## src/rtl/parking_pkg.sv

```systemverilog
`default_nettype none
// ============================================================================
// Module : parking_pkg
// Brief  : Shared state/lane encodings, defaults and lane arbitration helper
//          for the parking gate controller.
// Rev    : 1.0
// ============================================================================
package parking_pkg;

  typedef enum logic [1:0] {
    IDLE       = 2'd0,
    OPEN_ENTRY = 2'd1,
    OPEN_EXIT  = 2'd2,
    CLOSE      = 2'd3
  } state_e;

  typedef enum logic {
    ENTRY = 1'b0,
    EXIT  = 1'b1
  } lane_e;

  localparam int DEFAULT_MAX_CAPACITY = 200;
  localparam int DEFAULT_OPEN_TIMEOUT = 32;

  // Round-robin: on a tie the lane not served last time wins.
  function automatic lane_e pick_lane(input logic entry_ok,
                                      input logic exit_ok,
                                      input lane_e last_served);
    if (entry_ok && exit_ok) begin
      return (last_served == EXIT) ? ENTRY : EXIT;
    end else if (entry_ok) begin
      return ENTRY;
    end else begin
      return EXIT;
    end
  endfunction

endpackage
`default_nettype wire

```

## src/rtl/gate_timer.sv

```systemverilog
`default_nettype none
// ============================================================================
// Module : gate_timer
// Brief  : Counts cycles the gate has been open; flags expiry on the
//          OPEN_TIMEOUT-th open cycle. Used only with GATE_TIMEOUT_EN.
// Rev    : 1.0
// ============================================================================
module gate_timer
  import parking_pkg::*;
#(
  parameter int OPEN_TIMEOUT = DEFAULT_OPEN_TIMEOUT
) (
  input  logic clk,
  input  logic rst_n,
  input  logic start,
  input  logic run,
  output logic expired
);

  localparam int CW = $clog2(OPEN_TIMEOUT + 1);
  localparam logic [CW-1:0] C_LAST = CW'(OPEN_TIMEOUT - 1);

  logic [CW-1:0] count_q;
  logic [CW-1:0] count_d;

  assign expired = run && (count_q == C_LAST);

  always_comb begin
    count_d = count_q;
    if (start) begin
      count_d = '0;
    end else if (run && !expired) begin
      count_d = count_q + 1'b1;
    end
  end

  always_ff @(posedge clk) begin
    if (!rst_n) begin
      count_q <= '0;
    end else begin
      count_q <= count_d;
    end
  end

endmodule
`default_nettype wire

```

## src/rtl/parking_gate_controller.sv

```systemverilog
`default_nettype none
// ============================================================================
// Module : parking_gate_controller
// Brief  : Shared entry/exit barrier sequencer with free-space counter.
//          Optional open-gate timeout enabled by defining GATE_TIMEOUT_EN.
// Rev    : 1.0
// ============================================================================
module parking_gate_controller
  import parking_pkg::*;
#(
  parameter int MAX_CAPACITY = DEFAULT_MAX_CAPACITY,
  parameter int OPEN_TIMEOUT = DEFAULT_OPEN_TIMEOUT
) (
  input  logic       clk,
  input  logic       rst_n,
  input  logic       entry_req,
  input  logic       exit_req,
  input  logic       pass_sensor,
  output logic       gate_open,
  output logic       entry_grant,
  output logic       exit_grant,
  output logic [7:0] parking_capacity,
  output logic       full,
  output logic       empty,
  output logic       busy
);

  localparam logic [7:0] C_CAP_MAX = 8'(MAX_CAPACITY);

  state_e     state_q, state_d;
  lane_e      last_q, last_d;
  logic [7:0] cap_q, cap_d;
  logic       gate_open_q;
  logic       entry_grant_q;
  logic       exit_grant_q;
  logic       entry_ok;
  logic       exit_ok;
  logic       timer_start;
  logic       timeout;

  assign full     = (cap_q == 8'd0);
  assign empty    = (cap_q == C_CAP_MAX);
  assign entry_ok = entry_req && !full;
  assign exit_ok  = exit_req && !empty;

`ifdef GATE_TIMEOUT_EN
  logic in_open;
  assign in_open = (state_q == OPEN_ENTRY) || (state_q == OPEN_EXIT);

  gate_timer #(
    .OPEN_TIMEOUT(OPEN_TIMEOUT)
  ) u_gate_timer (
    .clk    (clk),
    .rst_n  (rst_n),
    .start  (timer_start),
    .run    (in_open),
    .expired(timeout)
  );
`else
  logic unused_timeout_cfg;
  assign timeout            = 1'b0;
  assign unused_timeout_cfg = (OPEN_TIMEOUT != 0) & timer_start;
`endif

  always_comb begin
    state_d     = state_q;
    last_d      = last_q;
    cap_d       = cap_q;
    timer_start = 1'b0;
    case (state_q)
      IDLE: begin
        if (entry_ok || exit_ok) begin
          timer_start = 1'b1;
          state_d = (pick_lane(entry_ok, exit_ok, last_q) == ENTRY) ? OPEN_ENTRY : OPEN_EXIT;
        end
      end
      OPEN_ENTRY: begin
        // A pass on the expiry cycle still counts the car.
        if (pass_sensor) begin
          state_d = CLOSE;
          last_d  = ENTRY;
          cap_d   = cap_q - 8'd1;
        end else if (timeout) begin
          state_d = CLOSE;
          last_d  = ENTRY;
        end
      end
      OPEN_EXIT: begin
        if (pass_sensor) begin
          state_d = CLOSE;
          last_d  = EXIT;
          cap_d   = cap_q + 8'd1;
        end else if (timeout) begin
          state_d = CLOSE;
          last_d  = EXIT;
        end
      end
      CLOSE: begin
        state_d = IDLE;
      end
      default: begin
        state_d = IDLE;
      end
    endcase
  end

  always_ff @(posedge clk) begin
    if (!rst_n) begin
      state_q       <= IDLE;
      last_q        <= EXIT;
      cap_q         <= C_CAP_MAX;
      gate_open_q   <= 1'b0;
      entry_grant_q <= 1'b0;
      exit_grant_q  <= 1'b0;
    end else begin
      state_q       <= state_d;
      last_q        <= last_d;
      cap_q         <= cap_d;
      gate_open_q   <= (state_d == OPEN_ENTRY) || (state_d == OPEN_EXIT);
      entry_grant_q <= (state_d == OPEN_ENTRY);
      exit_grant_q  <= (state_d == OPEN_EXIT);
    end
  end

  assign gate_open        = gate_open_q;
  assign entry_grant      = entry_grant_q;
  assign exit_grant       = exit_grant_q;
  assign parking_capacity = cap_q;
  assign busy             = (state_q != IDLE);

endmodule
`default_nettype wire

```

## config.mk

```make
export PLATFORM = sky130hd
export DESIGN_NAME = parking_gate_controller
export DESIGN_NICKNAME = d
export VERILOG_FILES = /design/src/rtl/parking_pkg.sv /design/src/rtl/gate_timer.sv /design/src/rtl/parking_gate_controller.sv
export SDC_FILE = /design/constraint.sdc
export NUM_CORES = 1
export LEC_CHECK = 0
export CAP_MARGIN = 20
export CORE_MARGIN = 1.5
export CORE_UTILIZATION = 35
export CTS_BUF_LIST = sky130_fd_sc_hd__clkbuf_8
export DETAILED_ROUTE_END_ITERATION = 7
export SLEW_MARGIN = 20
export SYNTH_ARGS = -nofsm -noshare
export SYNTH_HDL_FRONTEND = slang
export SYNTH_SLANG_ARGS = --single-unit
```

## constraint.sdc

```tcl
create_clock -name clk -period 4.35 [get_ports clk]
set_input_delay 0.87 -clock clk [delete_from_list [all_inputs] [get_ports clk]]
set_output_delay 0.87 -clock clk [all_outputs]
set_load 0.01 [all_outputs]
```

# Word-level counts from Yosys, hierarchy flattened
# Index checks and enable logic that the tools add are counted.
# totals
reg_bits	14
latchBits	0
ram_bits	0
mem_bits_ro	0
memories	0
# op_classes
n_addsub	2
multipliers	0
div	0
magnitude_cmp	0
eq_ne	8
shifts	0
n_mux	15
bitwise_logic	0
reduce_logical	13
# ops
cell	count
$mux W8	2
$pmux W8 S2	1
$add A8 B1 Y8 const B	1
$eq A8 B8 Y1 const B	1
$logic_not A8 Y1	1
$sub A8 B1 Y8 const B	1
$mux W1	7
$eq A2 B2 Y1 const B	3
$mux W2	3
$pmux W2 S3	1
$eq A2 B1 Y1 const B	2
$ne A2 B2 Y1 const B	2
$reduce_bool A2 Y1	2
$logic_and A1 B1 Y1	3
$reduce_and A3 Y1	1
$logic_not A1 Y1	2
$logic_not A2 Y1	1
$logic_or A1 B1 Y1	2
$pmux W1 S2	1
$reduce_or A2 Y1	1

# Logic depth before layout (Yosys ltp)
# depth
word_depth	12
mapped_depth	9

# Worst setup path after synthesis
# No wires, ideal clock.
# synth_timing
kind	flip-flop to flip-flop
startpoint	reg state_q[0]
endpoint	reg cap_q[7] (netlist: parking_capacity[7])
t_arrival_ns	2.138
required_time_ns	4.227
path_slack_ns	2.089
path_stages_with_launch	10
synth_period_minus_slack_ns	2.261
path_cell_list	dfxtp_1 > inv_1 > ha_1 > inv_1 > ha_1 > a211oi_1 > o211ai_1 > a21oi_1 > mux2i_1 > mux2_1
# synth_via
elab_chain_cells	3
elab_cells_between_ends	7
cone_classes	eq/ne: 4; mux: 1; reduce/logical: 2
# synth_lines
element	line	rtl
start, declared	parking_gate_controller.sv:30	state_e state_q, state_d;
start signal, assigned	parking_gate_controller.sv:116	state_q <= state_d;
$eq A2 B1 Y1 / $eq A2 B2 Y1 (equally long branches)	parking_gate_controller.sv:70	case (state_q)
$ne A2 B2 Y1 (no line) / $reduce_bool A2 Y1 (equally long branches)	n/a	
$reduce_and A3 Y1 (no line)	n/a	
end signal, assigned	parking_gate_controller.sv:118	cap_q <= cap_d;
end, declared	parking_gate_controller.sv:32	logic [7:0] cap_q, cap_d;
# Several ways; a longest one is shown, not always the timed one.
# A chain may end at the register's enable or synchronous reset.

# Final worst setup path
# layout_timing
startpoint	reg cap_q[0] (netlist: parking_capacity[0])
endpoint	out full
# layout_via
elab_chain_cells	1
# layout_lines
element	line	rtl
$logic_not A8 Y1	parking_gate_controller.sv:41	assign full = (cap_q == 8'd0);
end, declared	parking_gate_controller.sv:23	output logic full,
# Every way passes these cells.

==> impl_metrics.json <==
{
  "run_status": "completed",
  "max_slew_margin": 0.394,
  "ys_ff_latch": 14,
  "layout_common_cells": "clkdlybuf4s50_1, dfxtp_1, nor2_1",
  "setup_viol": 0,
  "reg2regPathDepth": 9,
  "drtPass1Iterations": 4,
  "pin_count": 19,
  "syn_area_sq_um": 888,
  "yosys_warnings": 0,
  "root_buffer": "clkbuf_8",
  "max_cap_violations": 0,
  "clockBufferDepth": 2,
  "clkSinkCount": 14,
  "hp-class": "register to register",
  "tns_ps": 0,
  "drive_gt1_frac": 0.0661,
  "dp_slack_ps": 1790,
  "clock_skew_ps": 1.90,
  "crit_arrival_ps": 1830,
  "cp_max_fo": 7,
  "min_period_ps": 2700,
  "grt_overflow": 0,
  "cts-buffers-inserted": 3,
  "drc_errors": 0,
  "clk_pin_slew_ps": 60,
  "rr_startpoint": "state_q[0]",
  "ys_seq_area_frac": 0.315,
  "grt_max_degree": 11,
  "p_per_area_nw_per_um2": 885,
  "tightestPinTransition_ps": 902,
  "routedWlPerCell_um": 12.9,
  "grt_pass1_vias": 703,
  "synth-edff-count": 0,
  "avgSynthCellArea_sq_um": 8.97,
  "worstPathRequired_ps": 3480,
  "ant_nets": 0,
  "setup_ws_ps": 1650,
  "reg2reg_to": "parking_capacity[7]",
  "synth_nets": 116,
  "area_growth_pct": 30.7,
  "rsz0062_at_grt": "no",
  "num_antenna_cells": 0,
  "fillers": 246,
  "synth_cell_types": 29,
  "rows": 18,
  "cp-startpoint": "parking_capacity[0]",
  "portBuffers": 18,
  "ir_worst_vdd_mv": 0.456,
  "rrSetupSlack_ps": 1850,
  "place_area_sq_um": 1110,
  "core-area_sq_um": 2430,
  "num_vias": 768,
  "synth_ff_type": "dfxtp_1",
  "gp_congestion": 0.835,
  "track_usage": 0.163,
  "path_class": "register to output pin",
  "drt_iter0_markers": 9,
  "antenna_found_initial": 0,
  "hold_buffers": 0,
  "cp-end-kind": "output pin",
  "hold_violations": 0,
  "post-cts-setup-buffer-count": 0,
  "total_power_mw": 1.03,
  "dp_hpwl_mm": 1.49,
  "crit_end": "full",
  "dieArea_sq_um": 2850,
  "timing.fmax_mhz": 371,
  "p_leak_nw": 0.502,
  "via_per_inst": 5.09,
  "nets": 139,
  "grt_pass1_wl_mm": 3.22,
  "layout_commonest_cell": "clkdlybuf4s50_1",
  "cts-htree-levels": 1,
  "start_util": 0.365,
  "slew_viol_final": 0,
  "cts-resized-gates": 0,
  "fin_util": 0.477,
  "fin_crit_sh": 0.620,
  "synthArstFlopShare": 0,
  "die_h_um": 53.4,
  "drt_wl_total_mm": 1.95,
  "critPathLaunchType": "register",
  "syn_inst": 99,
  "fin_area_sq_um": 1160,
  "insertion_delay_ps": 250,
  "cts_tree": "built",
  "dieWidth_um": 53.4
}
## kinds of logic after synthesis
kind of cell,share of synthesized area
AOI/OAI and AO/OA,0.190
xor gates and xnor gates,0.0592
adders and majority gates,0.177
buffers and inverters,0.0296
DFF,0.315
muxes,0.0577
and+or+nand+nor,0.170
## stage by stage
| step | std cells | hold slack, ps |
|---|---|---|
| CTS | 151 | 505 |
| global placement | 147 | 473 |
| global route | 151 | 528 |
| detailed placement | 147 | 495 |
| finish | 151 | 497 |
| floorplan | 99 | 438 |
## critical path, stage by stage (launching register included)
cell and delay, ps:
dfxtp_1 390, nor4_1 400, nand3b_1 180, inv_1 80, clkdlybuf4s50_1 530
## layout make-up
| class | instances | area (sq um) | area share |
|---|---|---|---|
| Clock buffer | 4 | 55.1 | 0.0474 |
| Inverter | 7 | 26.3 | 0.0226 |
| Multi-Input combinational cell | 78 | 582 | 0.501 |
| Sequential cell | 14 | 280 | 0.241 |
| Tap cell | 30 | 37.5 | 0.0323 |
| Timing Repair Buffer | 18 | 180 | 0.155 |
## synthesized netlist by cell type, types with 2 or more instances
| cell | number | area share |
|---|---|---|
| o21a_1 | 2 | 0.017 |
| nand3_1 | 3 | 0.017 |
| nand2b_1 | 3 | 0.021 |
| nor2_1 | 12 | 0.051 |
| nand2_1 | 8 | 0.034 |
| a21oi_1 | 6 | 0.034 |
| xor2_1 | 3 | 0.030 |
| mux2i_1 | 4 | 0.045 |
| o211ai_1 | 4 | 0.034 |
| inv_1 | 7 | 0.030 |
| xnor2_1 | 3 | 0.030 |
| dfxtp_1 | 14 | 0.32 |
| o21ai_0 | 3 | 0.017 |
| ha_1 | 11 | 0.15 |
| and2_1 | 2 | 0.014 |
## state kept, by name, indices dropped and copies added, names as in the netlist
signal / flops
parking_capacity: 8
state_q: 2
exit_grant: 1
entry_grant: 1
gate_open: 1
last_q: 1
## worst min-delay path by stage
stage	start	to	slack, ps	depth (start not counted)
CTS	last_q	last_q	500	2
global route	last_q	last_q	530	2
global placement	last_q	last_q	470	2
detailed placement	last_q	last_q	490	2
finish	last_q	last_q	500	2
floorplan	last_q	last_q	440	2
## metal layers
layer,vias to the layer above,track usage,part of all wire
met5,-,0,0
met4,0,0.0769,0.015
met3,3,0.0452,0.047
met2,14,0.249,0.45
met1,353,0.210,0.48
li1,398,-,-
## where the power goes
group / switching, mW / internal (mW)
clock: 0.0492 / 0.0804
sequential: 0.0545 / 0.178
combinational: 0.320 / 0.346
total: 0.424 / 0.604
Power figures use the tool's default switching activity.
